[config.mk]
export PLATFORM = sky130hd
export DESIGN_NAME = mant_div_flat
export DESIGN_NICKNAME = d
export VERILOG_FILES = /design/src/rtl/mant_div_if.sv /design/src/rtl/mant_div.sv /design/src/flat_wrapper.sv
export SDC_FILE = /design/constraint.sdc
export NUM_CORES = 1
export LEC_CHECK = 0
export CAP_MARGIN = 5
export CORE_UTILIZATION = 54
export DETAILED_ROUTE_END_ITERATION = 7
export PLACE_DENSITY = 0.8
export SETUP_SLACK_MARGIN = 0.4
export SLEW_MARGIN = 15
export SYNTH_ARGS = -nofsm -noshare
export SYNTH_HDL_FRONTEND = slang
export SYNTH_SLANG_ARGS = --single-unit
[constraint.sdc]
create_clock -name clk -period 3 [get_ports clk]
set_input_delay 0.3 -clock clk [delete_from_list [all_inputs] [get_ports clk]]
set_output_delay 0.3 -clock clk [all_outputs]
set_load 0.005 [all_outputs]
[src/rtl/mant_div_if.sv]
// Handshake bundle for the mantissa divider: operand request channel and result channel.
interface mant_div_if;
    logic        in_valid;
    logic        in_ready;
    logic [10:0] a;
    logic [10:0] b;
    logic        out_valid;
    logic        out_ready;
    logic [12:0] q;
    logic        sticky;
    logic        err;

    modport master (
        output in_valid,
        output a,
        output b,
        output out_ready,
        input  in_ready,
        input  out_valid,
        input  q,
        input  sticky,
        input  err
    );

    modport slave (
        input  in_valid,
        input  a,
        input  b,
        input  out_ready,
        output in_ready,
        output out_valid,
        output q,
        output sticky,
        output err
    );
endinterface

[src/rtl/mant_div.sv]
// Restoring mantissa divider: q = floor(a * 2^12 / b) over 13 iterations, one bit per cycle.
module mant_div (
    input  logic      clk,
    input  logic      rst_n,
    mant_div_if.slave io_bus
);

    typedef enum logic [1:0] {StIdle, StBusy, StDone} state_e;

    state_e      r_state;
    state_e      w_state_next;
    logic [11:0] r_rem;
    logic [12:0] r_q;
    logic [3:0]  r_cnt;
    logic [10:0] r_b;
    logic        r_sticky;
    logic        r_err;

    logic        w_in_ready;
    logic        w_out_valid;
    logic        w_accept;
    logic        w_div0;
    logic        w_unnorm;
    logic        w_ge;
    logic [11:0] w_diff;
    logic [11:0] w_rem_next;

    assign w_accept = io_bus.in_valid && (r_state == StIdle);
    assign w_div0   = (io_bus.b == 11'd0);
    assign w_unnorm = !io_bus.a[10] || !io_bus.b[10];

    // Remainder stays below 2*b, so the shifted value always fits in 12 bits.
    assign w_ge       = (r_rem >= {1'b0, r_b});
    assign w_diff     = w_ge ? (r_rem - {1'b0, r_b}) : r_rem;
    assign w_rem_next = (r_cnt == 4'd0) ? w_diff : {w_diff[10:0], 1'b0};

    always_comb begin
        w_state_next = r_state;
        w_in_ready   = 1'b0;
        w_out_valid  = 1'b0;
        case (r_state)
            StIdle: begin
                w_in_ready = 1'b1;
                if (io_bus.in_valid) begin
                    w_state_next = (w_div0 || w_unnorm) ? StDone : StBusy;
                end
            end
            StBusy: begin
                if (r_cnt == 4'd0) begin
                    w_state_next = StDone;
                end
            end
            StDone: begin
                w_out_valid = 1'b1;
                if (io_bus.out_ready) begin
                    w_state_next = StIdle;
                end
            end
            default: w_state_next = StIdle;
        endcase
    end

    always_ff @(posedge clk) begin
        if (!rst_n) begin
            r_state  <= StIdle;
            r_rem    <= 12'd0;
            r_q      <= 13'd0;
            r_cnt    <= 4'd0;
            r_b      <= 11'd0;
            r_sticky <= 1'b0;
            r_err    <= 1'b0;
        end else begin
            r_state <= w_state_next;
            case (r_state)
                StIdle: begin
                    if (w_accept) begin
                        r_b      <= io_bus.b;
                        r_sticky <= 1'b0;
                        if (w_div0) begin
                            r_q   <= 13'h1FFF;
                            r_err <= 1'b1;
                        end else if (w_unnorm) begin
                            r_q   <= 13'h0000;
                            r_err <= 1'b1;
                        end else begin
                            r_rem <= {1'b0, io_bus.a};
                            r_q   <= 13'h0000;
                            r_cnt <= 4'd12;
                            r_err <= 1'b0;
                        end
                    end
                end
                StBusy: begin
                    r_rem        <= w_rem_next;
                    r_q[r_cnt]   <= w_ge;
                    if (r_cnt == 4'd0) begin
                        r_sticky <= (w_diff != 12'd0);
                    end else begin
                        r_cnt <= r_cnt - 4'd1;
                    end
                end
                default: ;
            endcase
        end
    end

    assign io_bus.in_ready  = w_in_ready;
    assign io_bus.out_valid = w_out_valid;
    assign io_bus.q         = r_q;
    assign io_bus.sticky    = r_sticky;
    assign io_bus.err       = r_err;

endmodule

[src/flat_wrapper.sv]
// flat-port wrapper written by rule: the top's interface ports become plain ports
module mant_div_flat 
  (clk, rst_n, io_bus_in_valid, io_bus_a, io_bus_b, io_bus_out_ready, io_bus_in_ready, io_bus_out_valid, io_bus_q, io_bus_sticky, io_bus_err);
  mant_div_if io_bus_i ();
  input  logic clk;
  input  logic rst_n;
  input wire logic [$bits(io_bus_i.in_valid)-1:0] io_bus_in_valid;
  input wire logic [$bits(io_bus_i.a)-1:0] io_bus_a;
  input wire logic [$bits(io_bus_i.b)-1:0] io_bus_b;
  input wire logic [$bits(io_bus_i.out_ready)-1:0] io_bus_out_ready;
  output wire logic [$bits(io_bus_i.in_ready)-1:0] io_bus_in_ready;
  output wire logic [$bits(io_bus_i.out_valid)-1:0] io_bus_out_valid;
  output wire logic [$bits(io_bus_i.q)-1:0] io_bus_q;
  output wire logic [$bits(io_bus_i.sticky)-1:0] io_bus_sticky;
  output wire logic [$bits(io_bus_i.err)-1:0] io_bus_err;
  assign io_bus_i.in_valid = io_bus_in_valid;
  assign io_bus_i.a = io_bus_a;
  assign io_bus_i.b = io_bus_b;
  assign io_bus_i.out_ready = io_bus_out_ready;
  assign io_bus_in_ready = io_bus_i.in_ready;
  assign io_bus_out_valid = io_bus_i.out_valid;
  assign io_bus_q = io_bus_i.q;
  assign io_bus_sticky = io_bus_i.sticky;
  assign io_bus_err = io_bus_i.err;
  mant_div u_core (.clk(clk), .rst_n(rst_n), .io_bus(io_bus_i));
endmodule
## After elaboration in Yosys (flattened, before gate mapping)

Index checks and enable logic that the tools add are counted.

- Add/subtract/negate cells: 2
- Magnitude comparators: 3
- Eq/ne operators: 9
- Multiplexer cells: 29
- Reductions and logical operators: 17

Operator list:

| operator | count |
|---|---|
| two-way mux 12 bit | 5 |
| two-way mux 13 bit | 2 |
| one-hot mux 13 bit (2 select lines) | 1 |
| one-hot mux 12 bit (2 select lines) | 1 |
| two-way mux 4 bit | 4 |
| bitwise mux 13 bit | 1 |
| greater-or-equal comparator 12 x 11 -> 1 bit | 1 |
| nonzero test 12 bit | 1 |
| subtractor 12 x 11 -> 12 bit | 1 |
| logical NOT 11 bit | 1 |
| != test 2 bit, second input constant | 5 |
| two-way mux 2 bit | 4 |
| one-hot mux 4 bit (2 select lines) | 1 |
| two-way mux 1 bit | 7 |
| one-hot mux 2 bit (3 select lines) | 1 |
| AND reduction 3 bit | 2 |
| less-than comparator 4 x 5 -> 1 bit, second input constant | 1 |
| AND reduction 5 bit | 1 |
| demux 1 bit (select 4 bit) | 1 |
| greater-or-equal comparator 4 x 1 -> 1 bit, second input constant | 1 |
| logical NOT 4 bit | 1 |
| != test 2 x 1 -> 1 bit, second input constant | 2 |
| AND reduction 2 bit | 2 |
| AND reduction 4 bit | 1 |
| other kinds (9) | 12 |

- Register bits after elaboration: 44
- Input bits: 26
- Output and inout port bits: 17
- Logic and storage cells: 67

## Longest topological paths before layout

- Depth in word-level cells: 6
- Gate-level depth with buffers: 12
- Gate-level depth less buffers: 11

## Worst setup path after synthesis

Ideal clock, no wire load.

- Path kind: register to register
- Start point: reg u_core.r_rem[0]
- End point: reg u_core.r_rem[6]
- Setup time: 116 ps
- Arrival time: 2528 ps
- Required time: 2884 ps
- Slack: 356 ps
- Stages on the path, launching flop included: 12
- Buffers on the path: 0
- Period minus slack after synthesis: 2644 ps
- Cell sequence: dfxtp_1 inv_1 ha_1 fa_1 nand2b_1 a21oi_2 o2111ai_1 a31oi_4 mux2_2 a221oi_2 o21ai_1 o211a_1

- Longest elaborated chain between the ends: 4
- Elaborated cells between the ends (all ways): 5
- Classes of those cells: add/sub: 1; order compare: 1; mux: 3

RTL lines:

| element | RTL line | RTL |
|---|---|---|
| start, declared | mant_div.sv:12 | `logic [11:0] r_rem;` |
| start signal, assigned | mant_div.sv:86 | `r_rem <= {1'b0, io_bus.a};` |
| start signal, assigned | mant_div.sv:94 | `r_rem <= w_rem_next;` |
| subtractor 12 x 11 -> 12 bit / greater-or-equal comparator 12 x 11 -> 1 bit (equally long branches) | mant_div.sv:34, mant_div.sv:33 |  |
| two-way mux 12 bit (*) | mant_div.sv:34 | `assign w_diff = w_ge ? (r_rem - {1'b0, r_b}) : r_rem;` |
| two-way mux 12 bit (*) | mant_div.sv:35 | `assign w_rem_next = (r_cnt == 4'd0) ? w_diff : {w_diff[10:0], 1'b0};` |
| one-hot mux 12 bit (2 select lines) (*) | mant_div.sv:74 | `case (r_state)` |

Every way passes the cells marked *; elsewhere a longest branch is shown, timed or not.
A chain may end at the register's enable or synchronous reset.

## Final worst setup path

- Start point: reg u_core.r_rem[0]
- End point: reg u_core.r_rem[2]

Same word-level chain as after synthesis.

==> flow_summary.yaml <==
worst_setup_path:
  path_buf_inv: 4
  crit_end: "u_core.r_rem[2]"
  critical_path_arrival_ps: 2870
  cp-end-kind: "register"
  path_cells: "inv_2, ha_4, fa_2, nand2b_4, a21oi_4, o2111ai_4, a31oi_4, buf_6, buf_8, buf_6, nand2_1, o21ai_1, a2bb2oi_1, a21oi_1"
  crit_slowest_cell: "dfxtp_2"
  crit_cells: 14
  critical_path.most_common_cell: "buf_6"
  critPathMaxStageDelay_ps: 350
  setup.worst_path.start_class: "register"
  required_ps: 3180
  timing.rr.start: "u_core.r_rem[0]"
  crit_start: "u_core.r_rem[0]"
  r2r.worst_path.cells: 14
  crit_type: "reg -> reg"
  crit_family: "compound AO/OA/AOI/OAI gates"
  r2r_setup_slack_ps: 310
  crit_fanout: 8
  timing.rr.end: "u_core.r_rem[2]"
routing:
  vias: 2897
  drt-total-wl_um: 8120
  first_pass_iters: 5
  ant_nets: 0
  first_iter_violations: 252
  drc: 0
  drt-wirelength-per-cell_um: 17.1
  viasPerCell: 6.09
layout:
  utilization_pct: 77.1
  instances_no_fill: 476
  diodes: 0
  seqCellArea_sq_um: 883
  multi_input_area_sq_um: 1970
  fillers: 342
  drive_gt1_share_pct: 16.6
  nets: 450
  area_growth_pct: 33.5
placed_design:
  place_inst: 453
  io_buffers: 42
  dp_hpwl_um: 5540
  place_congestion: 0.883
logic_synthesis:
  yosysUniqueCellTypes: 55
  synth_edf_count: 0
  synth_top_area_share_pct: 31.5
  syn_area_per_cell_sq_um: 7.93
  synth-seq-cells: 44
  synth.most_common_cell: "nand2_1"
  ys_seq_area_share_pct: 31.5
  syn_nets: 395
  ys_top_cells_by_count: "nand2_1, dfxtp_1, a21oi_1, nor2_1, o21ai_0"
  ys_warn_count: 0
  yosysTopAreaCell: "dfxtp_1"
  synthTopCellsByArea: "dfxtp_1, nand2_1, ha_1, a21oi_1, o211a_1"
  synth_cells: 353
  async_reset_ff_share_pct: 0
  synthFlopType: "dfxtp_1"
  synth_area_sq_um: 2800
clock_network:
  clock_latency_ps: 300
  ctsHoldBuffers: 0
  cts_buffers: 5
  clk_pin_slew_ps: 80
  cts_tree: "built"
  clockRootBuffer: "clkbuf_8"
  cts_buffer_depth: 2
  cts.htree.levels: 2
  clock_sinks: 44
pwr:
  power_leakage_uw: 0.00155
  powerDensity_nw_per_um2: 586
  ir_worst_vdd_mv: 0.366
floorplan:
  core-area_sq_um: 4850
  die-area_sq_um: 5480
  initial_core_util_pct: 57.7
  std_cell_rows: 25
  num_io_pins: 43
  die_w_um: 74.0
  die_h_um: 74.0
timing:
  period_minus_slack_ps: 2690
  worst_pin_slew_ps: 1020
  clock_skew_ps: 8.78
  hold_viol: 0
  fin_crit_sh_pct: 89.7
  slew_viol_final: 0
  rsz0062_at_grt: "true"
  clock.fmax_ghz: 0.372
  finalSetupTns_ps: 0
  slew_headroom_pct: 31.5
  setup_violations: 0
grt:
  antenna_found_initial: 0
  grt_max_degree: 30
  grt_overflow: 0
  grt_pass1_vias: 2555
  track_usage_pct: 29.2
  grt_pass1_wl_um: 12200
flow_run:
  maxCapViolations: 0
run_status:
  outcome: "finished, final reports clean"
min_path:
  hold_path.class: "reg -> reg"
==> kinds of logic after synthesis <==
family / synth area share [%]
AO/OA/AOI/OAI: 30.9
AND/OR/NAND/NOR: 18.7
flip-flops: 31.5
buffers and inverters: 5.19
adder cells (fa/ha/maj): 7.42
multiplexers: 3.80
XOR/XNOR: 2.50
==> layer usage <==
| layer | vias up | GRT usage (%) | part of all wire (%) | wire length, um |
|---|---|---|---|---|
| met2 | 140 | 46.3 | 46 | 3710 |
| met5 | - | 0 | 0 | 0 |
| met3 | 23 | 5.15 | 7.6 | 615 |
| met4 | 0 | 9.83 | 2.0 | 161 |
| li1 | 1380 | - | - | - |
| met1 | 1354 | 40.4 | 45 | 3640 |
==> worst reg2reg max path, delay by kind of cell (launching register included) <==
family / cells / cell delay, ps
AO/OA/AOI/OAI: 6 / 1060
adder cells (fa/ha/maj): 2 / 490
AND/OR/NAND/NOR: 2 / 210
buffers and inverters: 4 / 460
flip-flops: 1 / 350
==> cells in the final DEF, fill, tap and decap left out, types with 12 or more instances in the layout <==
| cell type | n |
|---|---|
| o21ai_0 | 17 |
| clkdlybuf4s50_1 | 42 |
| a21boi_0 | 13 |
| o211a_1 | 12 |
| nand2_1 | 56 |
| a21oi_1 | 35 |
| ha_1 | 14 |
| nor2_1 | 20 |
| inv_1 | 17 |
| buf_4 | 15 |
| dfxtp_1 | 42 |
==> report_power, final <==
part | leakage [uW] | internal, uW | switching [uW]
Sequential | 0.000360 | 622 | 41.1
Combinational | 0.00114 | 570 | 591
Clock | 0.0000479 | 162 | 204
==> how the worst min path moves through the flow <==
stage	cells after the start	start	to	slack (ps)
2_1_floorplan	2	rst_n	u_core.io_bus.q[1]	440
3_3_place_gp	2	u_core.r_b[6]	u_core.r_b[6]	450
3_5_place_dp	2	u_core.r_b[5]	u_core.r_b[5]	460
4_1_cts	2	u_core.r_b[5]	u_core.r_b[5]	470
5_1_grt	2	u_core.r_b[5]	u_core.r_b[5]	490
6_report	2	u_core.r_b[3]	u_core.r_b[3]	470
==> state kept, by name, indices dropped and copies added, names as in the netlist <==
signal                flops
u_core.io_bus.sticky      1
u_core.io_bus.err         1
u_core.r_state            2
u_core.r_b               11
u_core.r_cnt              4
u_core.io_bus.q          13
u_core.r_rem             12
==> timing repair <==
action,4_1_cts,5_1_grt
endpoints found under the setup margin,23,22
gates resized for setup,4,41
gates cloned,0,0
setup buffers,10,5
pin swaps,5,14
==> metrics by stage <==
step	instance area, sq um	worst slack, ps	total power [uW]	hold slack (ps)
after global routing	3740	189	2290	494
after global placement	3320	280	1410	454
after CTS	3490	432	1870	475
after floorplan	2830	447	1240	442
after detailed placement	3320	205	1420	463
final	3740	308	2190	470
==> final cells by class <==
| type | count | share of cell area, % |
|---|---|---|
| Clock inverter | 3 | 0.502 |
| Sequential cell | 44 | 23.6 |
| Multi-Input combinational cell | 273 | 52.8 |
| Tap cell | 67 | 2.24 |
| Clock buffer | 5 | 1.84 |
| Timing Repair Buffer | 65 | 17.0 |
| Inverter | 19 | 2.01 |
Note: power is estimated with default switching activity, not from simulation.
